$ cat src/rtl/aq_apb_clken_pkg.sv
// Shared types and constants for the clock-enable qualified APB master.
package aq_apb_clken_pkg;

    typedef enum logic [2:0] {
        ST_IDLE   = 3'd0,
        ST_WAIT   = 3'd1,
        ST_SETUP  = 3'd2,
        ST_ACCESS = 3'd3,
        ST_RESP   = 3'd4
    } apb_state_e;

    localparam int unsigned TMO_W_DEF = 8;

    // Terminal count of the pready-wait counter for a given counter width.
    function automatic int unsigned tmo_limit(input int unsigned w);
        return (32'd1 << w) - 32'd1;
    endfunction

endpackage

$ cat src/rtl/aq_apb_clken_tmo.sv
// Pready-wait timeout counter; clear/increment take effect only on APB edges.
module aq_apb_clken_tmo
    import aq_apb_clken_pkg::*;
#(
    parameter int unsigned TMO_W = TMO_W_DEF
) (
    input  logic forever_cpuclk,
    input  logic clkgen_rst_b,
    input  logic apb_clk_en,
    input  logic clr,
    input  logic inc,
    output logic hit
);

    localparam logic [TMO_W-1:0] LIMIT = TMO_W'(tmo_limit(TMO_W));

    logic [TMO_W-1:0] cnt_q;

    always_ff @(posedge forever_cpuclk or negedge clkgen_rst_b) begin
        if (!clkgen_rst_b) begin
            cnt_q <= '0;
        end else if (apb_clk_en) begin
            if (clr) begin
                cnt_q <= '0;
            end else if (inc) begin
                cnt_q <= cnt_q + 1'b1;
            end
        end
    end

    assign hit = (cnt_q == LIMIT);

endmodule

$ cat src/rtl/aq_apb_clken_master.sv
// Single-outstanding APB master on the core clock; APB-facing state advances
// only on cycles qualified by apb_clk_en.
module aq_apb_clken_master
    import aq_apb_clken_pkg::*;
#(
    parameter int unsigned ADDR_W = 32,
    parameter int unsigned DATA_W = 32,
    parameter int unsigned TMO_W  = TMO_W_DEF
) (
    input  logic                  forever_cpuclk,
    input  logic                  clkgen_rst_b,
    input  logic                  apb_clk_en,
    input  logic                  cpu_req_vld,
    output logic                  cpu_req_rdy,
    input  logic                  cpu_req_write,
    input  logic [ADDR_W-1:0]     cpu_req_addr,
    input  logic [DATA_W-1:0]     cpu_req_wdata,
    input  logic [DATA_W/8-1:0]   cpu_req_wstrb,
    output logic                  cpu_rsp_vld,
    input  logic                  cpu_rsp_rdy,
    output logic [DATA_W-1:0]     cpu_rsp_rdata,
    output logic                  cpu_rsp_err,
    output logic                  cpu_rsp_tmo,
    output logic                  psel,
    output logic                  penable,
    output logic                  pwrite,
    output logic [ADDR_W-1:0]     paddr,
    output logic [DATA_W-1:0]     pwdata,
    output logic [DATA_W/8-1:0]   pstrb,
    input  logic [DATA_W-1:0]     prdata,
    input  logic                  pready,
    input  logic                  pslverr
);

    localparam int unsigned STRB_W = DATA_W / 8;

    apb_state_e          state_q, state_d;
    logic                req_write_q;
    logic [ADDR_W-1:0]   req_addr_q;
    logic [DATA_W-1:0]   req_wdata_q;
    logic [STRB_W-1:0]   req_wstrb_q;
    logic                psel_q, psel_d, penable_q, penable_d;
    logic                pwrite_q;
    logic [ADDR_W-1:0]   paddr_q;
    logic [DATA_W-1:0]   pwdata_q;
    logic [STRB_W-1:0]   pstrb_q;
    logic                rsp_vld_q, rsp_err_q, rsp_tmo_q;
    logic [DATA_W-1:0]   rsp_rdata_q;
    logic                ld_req, drive_apb, rsp_ld, rsp_clr;
    logic                tmo_clr, tmo_inc, tmo_hit;
    logic [DATA_W-1:0]   rsp_rdata_d;
    logic                rsp_err_d, rsp_tmo_d;

    aq_apb_clken_tmo #(.TMO_W(TMO_W)) u_tmo (
        .forever_cpuclk (forever_cpuclk),
        .clkgen_rst_b   (clkgen_rst_b),
        .apb_clk_en     (apb_clk_en),
        .clr            (tmo_clr),
        .inc            (tmo_inc),
        .hit            (tmo_hit)
    );

    always_comb begin
        state_d     = state_q;
        psel_d      = psel_q;
        penable_d   = penable_q;
        ld_req      = 1'b0;
        drive_apb   = 1'b0;
        rsp_ld      = 1'b0;
        rsp_clr     = 1'b0;
        tmo_clr     = 1'b0;
        tmo_inc     = 1'b0;
        rsp_rdata_d = '0;
        rsp_err_d   = 1'b0;
        rsp_tmo_d   = 1'b0;
        unique case (state_q)
            ST_IDLE: begin
                if (cpu_req_vld) begin
                    ld_req  = 1'b1;
                    state_d = ST_WAIT;
                end
            end
            ST_WAIT: begin
                if (apb_clk_en) begin
                    psel_d    = 1'b1;
                    penable_d = 1'b0;
                    drive_apb = 1'b1;
                    state_d   = ST_SETUP;
                end
            end
            ST_SETUP: begin
                if (apb_clk_en) begin
                    penable_d = 1'b1;
                    tmo_clr   = 1'b1;
                    state_d   = ST_ACCESS;
                end
            end
            ST_ACCESS: begin
                if (apb_clk_en) begin
                    if (pready) begin
                        psel_d      = 1'b0;
                        penable_d   = 1'b0;
                        rsp_ld      = 1'b1;
                        rsp_rdata_d = req_write_q ? '0 : prdata;
                        rsp_err_d   = pslverr;
                        state_d     = ST_RESP;
                    end else if (tmo_hit) begin
                        psel_d    = 1'b0;
                        penable_d = 1'b0;
                        rsp_ld    = 1'b1;
                        rsp_err_d = 1'b1;
                        rsp_tmo_d = 1'b1;
                        state_d   = ST_RESP;
                    end else begin
                        tmo_inc = 1'b1;
                    end
                end
            end
            ST_RESP: begin
                if (cpu_rsp_rdy) begin
                    rsp_clr = 1'b1;
                    state_d = ST_IDLE;
                end
            end
            default: begin
                state_d   = ST_IDLE;
                psel_d    = 1'b0;
                penable_d = 1'b0;
            end
        endcase
    end

    always_ff @(posedge forever_cpuclk or negedge clkgen_rst_b) begin
        if (!clkgen_rst_b) begin
            state_q     <= ST_IDLE;
            psel_q      <= 1'b0;
            penable_q   <= 1'b0;
            req_write_q <= 1'b0;
            req_addr_q  <= '0;
            req_wdata_q <= '0;
            req_wstrb_q <= '0;
            pwrite_q    <= 1'b0;
            paddr_q     <= '0;
            pwdata_q    <= '0;
            pstrb_q     <= '0;
            rsp_vld_q   <= 1'b0;
            rsp_err_q   <= 1'b0;
            rsp_tmo_q   <= 1'b0;
            rsp_rdata_q <= '0;
        end else begin
            state_q   <= state_d;
            psel_q    <= psel_d;
            penable_q <= penable_d;
            if (ld_req) begin
                req_write_q <= cpu_req_write;
                req_addr_q  <= cpu_req_addr;
                req_wdata_q <= cpu_req_wdata;
                req_wstrb_q <= cpu_req_write ? cpu_req_wstrb : '0;
            end
            if (drive_apb) begin
                pwrite_q <= req_write_q;
                paddr_q  <= req_addr_q;
                pwdata_q <= req_wdata_q;
                pstrb_q  <= req_wstrb_q;
            end
            if (rsp_ld) begin
                rsp_vld_q   <= 1'b1;
                rsp_rdata_q <= rsp_rdata_d;
                rsp_err_q   <= rsp_err_d;
                rsp_tmo_q   <= rsp_tmo_d;
            end else if (rsp_clr) begin
                rsp_vld_q <= 1'b0;
            end
        end
    end

    assign cpu_req_rdy   = (state_q == ST_IDLE);
    assign cpu_rsp_vld   = rsp_vld_q;
    assign cpu_rsp_rdata = rsp_rdata_q;
    assign cpu_rsp_err   = rsp_err_q;
    assign cpu_rsp_tmo   = rsp_tmo_q;
    assign psel          = psel_q;
    assign penable       = penable_q;
    assign pwrite        = pwrite_q;
    assign paddr         = paddr_q;
    assign pwdata        = pwdata_q;
    assign pstrb         = pstrb_q;

endmodule

$ cat config.mk
export PLATFORM = sky130hd
export DESIGN_NAME = aq_apb_clken_master
export DESIGN_NICKNAME = d
export VERILOG_FILES = /design/src/rtl/aq_apb_clken_pkg.sv /design/src/rtl/aq_apb_clken_tmo.sv /design/src/rtl/aq_apb_clken_master.sv
export SDC_FILE = /design/constraint.sdc
export NUM_CORES = 1
export LEC_CHECK = 0
export BUFFER_PORTS_ARGS = -buffer_cell sky130_fd_sc_hd__buf_2
export CORE_AREA = 2 2 161 163
export CTS_CLUSTER_SIZE = 8
export DETAILED_ROUTE_END_ITERATION = 16
export DIE_AREA = 0 0 163 165
export SYNTH_ARGS = -nofsm -noshare
export SYNTH_HDL_FRONTEND = slang
export SYNTH_SLANG_ARGS = --single-unit
$ cat constraint.sdc
create_clock -name forever_cpuclk -period 2 [get_ports forever_cpuclk]
set_clock_uncertainty 0.15 [all_clocks]
set_input_delay 0.1 -clock forever_cpuclk [delete_from_list [all_inputs] [get_ports forever_cpuclk]]
set_output_delay 0.1 -clock forever_cpuclk [all_outputs]
set_load 0.02 [all_outputs]
# Word-level counts from Yosys, hierarchy flattened
# Cells that the tools add are included.
dict set report word_totals {
  inputBits 108
  out_inout_bits 107
  elab_cells 84
  ff_bits 186
}
dict set report op_classes {
  n_eq_ne 11
  n_reduce_logical 9
  add_sub_neg 1
  mux 45
  bitwise 2
}
# op count
set op_table {}
lappend op_table {{$mux 32} 4}
lappend op_table {{$mux 1} 28}
lappend op_table {{$mux 3} 7}
lappend op_table {{$mux 8} 2}
lappend op_table {{$pmux 3 s5} 1}
lappend op_table {{$ne 2x2->1 const B} 5}
lappend op_table {{$add 8x1->8 const B} 1}
lappend op_table {{$eq 8x8->1 const B} 1}
lappend op_table {{$eq 3x2->1 const B} 2}
lappend op_table {{$reduce_and 6->1} 1}
lappend op_table {{$reduce_and 5->1} 1}
lappend op_table {{$mux 4} 1}
lappend op_table {{$pmux 1 s4} 1}
lappend op_table {{$reduce_and 4->1} 1}
lappend op_table {{$reduce_bool 2->1} 2}
lappend op_table {{$eq 3x1->1 const B} 1}
lappend op_table {{$eq 3x3->1 const B} 1}
lappend op_table {{$logic_not 3->1} 1}
lappend op_table {{$ne 3x3->1 const B} 1}
lappend op_table {{$pmux 1 s3} 1}
lappend op_table {{$reduce_or 3->1} 1}
lappend op_table {{$not 1->1} 2}
lappend op_table {{$reduce_and 2->1} 1}
lappend op_table {{$reduce_or 2->1} 1}

# Longest topological paths before layout
dict set report depth {
  ltp_word 7
  ltp_mapped 8
}

# Cells and area by module
# From an unflattened synthesis, not the netlist that was laid out.
dict set report hier_totals {
  cells_unflattened 542
  hier_area_um2 7412.1
}
# mod instances area_each_um2 cells_per_inst
set by_module_without_submodules {}
lappend by_module_without_submodules {aq_apb_clken_master 1 6936.7 490}
lappend by_module_without_submodules {aq_apb_clken_tmo 1 475.5 52}

# Worst setup path before layout
# Ideal clock, no wire load.
dict set report synth_timing {
  path_kind {flip-flop to flip-flop}
  startpoint {register state_q[2]}
  endpoint {register req_wdata_q[10]}
  required_time_ps 1734
  arrival_ps 1795
  stages_incl_launch_ff 8
  setup_slack_ps -61
  synth_period_minus_slack_ps 2061
  path_cell_list {dfrtp_1 buf_2 nor3_1 nand2_1 buf_2 buf_1 nand2_1 nand2_1}
}
dict set report synth_between {
  elab_chain_len 2
}
# item line_no
set synth_rtl {}
lappend synth_rtl {{from (decl)} aq_apb_clken_master.sv:37} ;# apb_state_e state_q, state_d;
lappend synth_rtl {{from (signal assigned)} aq_apb_clken_master.sv:151} ;# state_q <= state_d;
lappend synth_rtl {{$logic_not 3->1} -}
lappend synth_rtl {{net cpu_req_rdy} aq_apb_clken_master.sv:14} ;# output logic cpu_req_rdy,
lappend synth_rtl {{$mux 1} aq_apb_clken_master.sv:76} ;# unique case (state_q)
lappend synth_rtl {{to (signal assigned)} aq_apb_clken_master.sv:157} ;# req_wdata_q <= cpu_req_wdata;
lappend synth_rtl {{to (decl)} aq_apb_clken_master.sv:40} ;# logic [DATA_W-1:0] req_wdata_q;
# The timed path passes the listed nets, and every way through them passes these cells.
# A chain may end at the register's enable or synchronous reset.

# Worst setup path in the final report
dict set report layout_timing {
  startpoint {register u_tmo.cnt_q[0]}
  endpoint {register u_tmo.cnt_q[7]}
}
dict set report layout_between {
  elab_chain_len 7
  word_cells_on_any_way 10
}
# item line_no
set layout_rtl {}
lappend layout_rtl {{from (decl)} aq_apb_clken_tmo.sv:17} ;# logic [TMO_W-1:0] cnt_q;
lappend layout_rtl {{from (signal assigned)} aq_apb_clken_tmo.sv:26} ;# cnt_q <= cnt_q + 1'b1;
lappend layout_rtl {{$eq 8x8->1} aq_apb_clken_tmo.sv:31} ;# assign hit = (cnt_q == LIMIT);
lappend layout_rtl {{$mux 1} aq_apb_clken_master.sv:107} ;# end else if (tmo_hit) begin
lappend layout_rtl {{$mux 1} aq_apb_clken_master.sv:100} ;# if (pready) begin
lappend layout_rtl {{$mux 1} aq_apb_clken_master.sv:99} ;# if (apb_clk_en) begin
lappend layout_rtl {{$mux 1} aq_apb_clken_master.sv:76}
lappend layout_rtl {{$reduce_bool 2->1 (no line)} -}
lappend layout_rtl {{$reduce_and 2->1 (no line)} -}
# Several ways; a longest one is shown, not always the timed one. The select of a mux whose other input is x is not followed.

==> run summary <==
The post-synthesis register bit count came out at approximately 190. Across the VDD grid, the largest voltage drop is 580 uV. The cell area after technology mapping came out at approximately 0.0074 mm2. The final cell area excluding filler cells came out at about 0.011 mm2. Counting the buffers created by CTS gives 17.

Summed over all nets, the switching power comes to ~5.4 mW. The quantity of I/O buffers inserted on ports came out at between 200 and 250. The height of the die is between 150 and 200 um. The row count came out at between 50 and 60. The maximum buffer depth of the clock tree is 2. The post-synth net total is about 770. The fraction of power consumed by combinational cells came out at 0.356. The number of primary I/O pins is 215. The die covers approximately 0.027 mm2. The peak clock frequency supported by timing came out at roughly 520 MHz.

Leaving out fill and tap cells, the most frequent cell in the layout is nand2_1. The flow ran to the end, and the final reports show no timing, DRC or antenna violations. The number of antenna violations at the first check in global routing is 1. The worst setup path is of the flip-flop to flip-flop kind. The placement-stage cell area came out at between 0.008 and 0.009 mm2.

The post-detailed-route DRC marker count is 0. The filler cells instantiated in the layout total around 2.4k. The arrival time of data at the critical path endpoint is ~2100 ps.

The maximum number of pins on one net before global-route repair is 70. The number of maximum-capacitance constraint violations came out at 0. The reg2reg setup slack came out at roughly 65 ps. Using the TritonRoute via totals, the vias-per-cell ratio works out to around 4.3. The effective utilization at floorplan is 0.297. The cell type of the slowest stage on the worst timing path is dfrtp_1. The number of cells produced by synthesis is around 660. Counting tap cells, the placed design contains a total of 1188 instances. The share of layout cells above drive strength 1 came out at 0.342. The top cell types in the final layout, fill and taps aside, are 242 x nand2_1, 213 x buf_2, 186 x dfrtp_1, 106 x dlygate4sd3_1, 69 x mux2_2.

The cell chosen for the clock root is clkbuf_16. Clock latency on the worst-skew pair, taken at its later pin, is ~420 ps. The accumulated negative setup slack came out at 0 ps.

STA classifies the critical path endpoint as a flip-flop. Setup repair after global routing left no endpoint under its margin. The endpoint identified for the worst register-to-register timing path is u_tmo.cnt_q[7].

STA classifies the critical path startpoint as a flip-flop. The most used flip-flop cell after synthesis is dfrtp_1. The met2 global-route usage came out at 0.238. Dividing total power by cell area gives a power density of between 1000 and 1500 mW/mm2.

The transition time of the tightest slew-check pin is between 300 and 400 ps. Summed over all nets, the half-perimeter wirelength after detailed placement is approximately 12 mm. The number of gates given a new drive strength after cts came out at 0.

Of the available clock period, the critical path in the final layout requires 0.968. The area occupied by registers came out at 0.00465 mm2. The placeable core region came out at between 0.02 and 0.03 mm2.

The number of nets in the final layout came out at about 1.1k. The area added between synthesis and finish is 43.4%. The Yosys step of the flow raised 0 warnings.

The wire length of the first global-routing pass is about 30 mm. The tightest min-delay check is of the input pin to async pin type. For this run, global-route usage on met3 was measured as 0.0337. The final count of negative-setup-slack endpoints is 0. The number of different library cells used by synthesis comes to 40. The number of cells on the worst reg-to-reg path came out at 5. The sequential cell fraction of total power is 0.411.

In this run the worst path has a maximum fanout of 9. Traced cell by cell, the critical path runs through ha_1 -> and3_1 -> a211o_1 -> or3_1 -> nand3_1. The met1 global-route usage came out at 0.176.

The die is 163 um wide. Of the total power, the share spent switching nets is 0.361. The per-instance average area after synthesis is around 11 um2. The combined area of the multi-input logic cells came out at 0.00245 mm2.

Clock-pin slew was measured on the worst setup and hold paths at around 70 ps. The wire length reported by the detailed router came out at ~19 mm. The delay of the slowest cell on the worst path is between 400 and 500 ps. The shortest period the worst path allows came out at about 1900 ps.

The max-slew headroom at the worst pin is 0.742. The number of hold-slack violations in the final timing report came out at 0. For this run, the total global-route usage over all layers was measured as 0.142. The required time reported for the critical path endpoint came out at about 2200 ps. The fraction of synthesis flops using an asynchronous set or reset pin came out at 1.00.

The number of global-route vias before repair is a little under 6k. The detailed router's first-iteration violation count is 304. Dividing the detail-routed wire length by the instance count gives ~14 um. The residual antenna-violating net count after detailed routing is 0. The internal power component is around 9.6 mW. The share of the Yosys chip area taken by registers is 0.626. The proportion of power drawn by the clock network is 0.233.

The total clock sinks is 186. The detailed-routing iteration count for the pre-antenna-repair pass is 4. The leakage power total is roughly 5.4 nW. The routed layout has ~5.7k vias.

The number of pins with negative max-slew slack in the final report is 0. The source of the worst register-to-register timing path is u_tmo.cnt_q[0]. After the flow finishes, the layout carries non-filler instances totaling ~1.3k.

The number of enable flip-flop cells after synthesis came out at 0. The last weighted congestion value of the routability-driven placer came out at around 0.76. TritonCTS built the clock tree. The deepest level of the CTS H-tree came out at 4. The total congestion overflow is 0. The layer flagged by global routing as most heavily used is met2.
[stage by stage]
| step | hold slack (ps) | worst slack [ps] | power (mW) | util |
|---|---|---|---|---|
| finish | 33.0 | 64.9 | 15.1 | 0.426 |
| global route | 55.5 | 9.29 | 16.2 | 0.426 |
| CTS | 24.8 | 80.2 | 15.3 | 0.426 |
| detailed placement | -75.6 | 101 | 11.5 | 0.359 |
| global placement | -78.2 | 97.8 | 11.4 | 0.359 |
| floorplan | -346 | 149 | 9.58 | - |
[how the worst max path moves through the flow]
stage | cells after the start | startpoint | end
global route | 5 | u_tmo.cnt_q[0] | u_tmo.cnt_q[7]
CTS | 5 | u_tmo.cnt_q[0] | u_tmo.cnt_q[7]
detailed placement | 5 | u_tmo.cnt_q[0] | u_tmo.cnt_q[7]
floorplan | 6 | u_tmo.cnt_q[0] | u_tmo.cnt_q[7]
finish | 5 | u_tmo.cnt_q[0] | u_tmo.cnt_q[7]
global placement | 5 | u_tmo.cnt_q[0] | u_tmo.cnt_q[7]
[sequential cells by signal, indices dropped and copies added, names as in the netlist]
signal         cells
cpu_rsp_tmo        1
cpu_rsp_rdata     32
cpu_rsp_err        1
req_write_q        1
pwrite             1
pstrb              4
u_tmo.cnt_q        8
paddr             32
req_addr_q        32
state_q            3
req_wstrb_q        4
pwdata            32
cpu_rsp_vld        1
psel               1
penable            1
req_wdata_q       32
[worst max-delay path, delay by kind of cell, from the launching register on]
family          cells  cell delay (ps)
simple gates        3              680
compound gates      1              380
fa+ha+maj           1              230
flops               1              420
[per-layer routing]
layer	vias to the layer above	part of all wire
met5	-	0
met4	0	0.030
met3	35	0.038
met2	140	0.50
met1	2759	0.43
li1	2771	-
[power by group through the flow]
stage	registers (mW)	clock network, mW	logic (mW)
6_report	6.20	3.52	5.37
2_1_floorplan	7.26	0	2.32
3_5_place_dp	6.26	0	5.27
4_1_cts	6.20	3.68	5.44
5_1_grt	6.41	3.83	5.91
3_3_place_gp	6.19	0	5.19
[cell type report]
| class | instances | share of cell area |
|---|---|---|
| Clock inverter | 12 | 0.0150 |
| Timing Repair Buffer | 338 | 0.225 |
| Tap cell | 330 | 0.0387 |
| Clock buffer | 19 | 0.0425 |
| Inverter | 34 | 0.0120 |
| Sequential cell | 186 | 0.436 |
| Multi-Input combinational cell | 406 | 0.230 |
| Antenna cell | 1 | 0.000235 |
[Yosys cell counts, drive strengths merged, types with 2 or more instances]
master / count / area share
nand2: 243 / 0.12
dfrtp: 186 / 0.63
mux2: 69 / 0.10
mux2i: 35 / 0.047
inv: 34 / 0.017
buf: 23 / 0.025
nand3: 14 / 0.0094
clkbuf: 10 / 0.0050
a21oi: 5 / 0.0039
nor2: 4 / 0.0024
a211oi: 3 / 0.0030
nor2b: 3 / 0.0025
and3: 2 / 0.0017
and4: 2 / 0.0024
nand3b: 2 / 0.0020
nor3: 2 / 0.0013
o211ai: 2 / 0.0020
o21ai: 2 / 0.0013
o31ai: 2 / 0.0020
[logic make-up (layout without fill, tap and decap cells)]
| family | Yosys count | count (layout) | share of synthesized area |
|---|---|---|---|
| adder cells (fa/ha/maj) | 1 | 1 | 0.00168 |
| other | 0 | 1 | 0 |
| buffers and inverters | 67 | 403 | 0.0469 |
| AND/OR/NAND/NOR | 279 | 279 | 0.153 |
| multiplexers | 104 | 104 | 0.152 |
| AO/OA/AOI/OAI | 22 | 22 | 0.0210 |
| flip-flops | 186 | 186 | 0.626 |
[timing repair]
item | in CTS | in global routing
hold endpoints to repair | 294 | 0
buffers inserted | 0 | 0
hold buffers | 106 | 0
No activity file was read; power rests on OpenSTA's default activity.
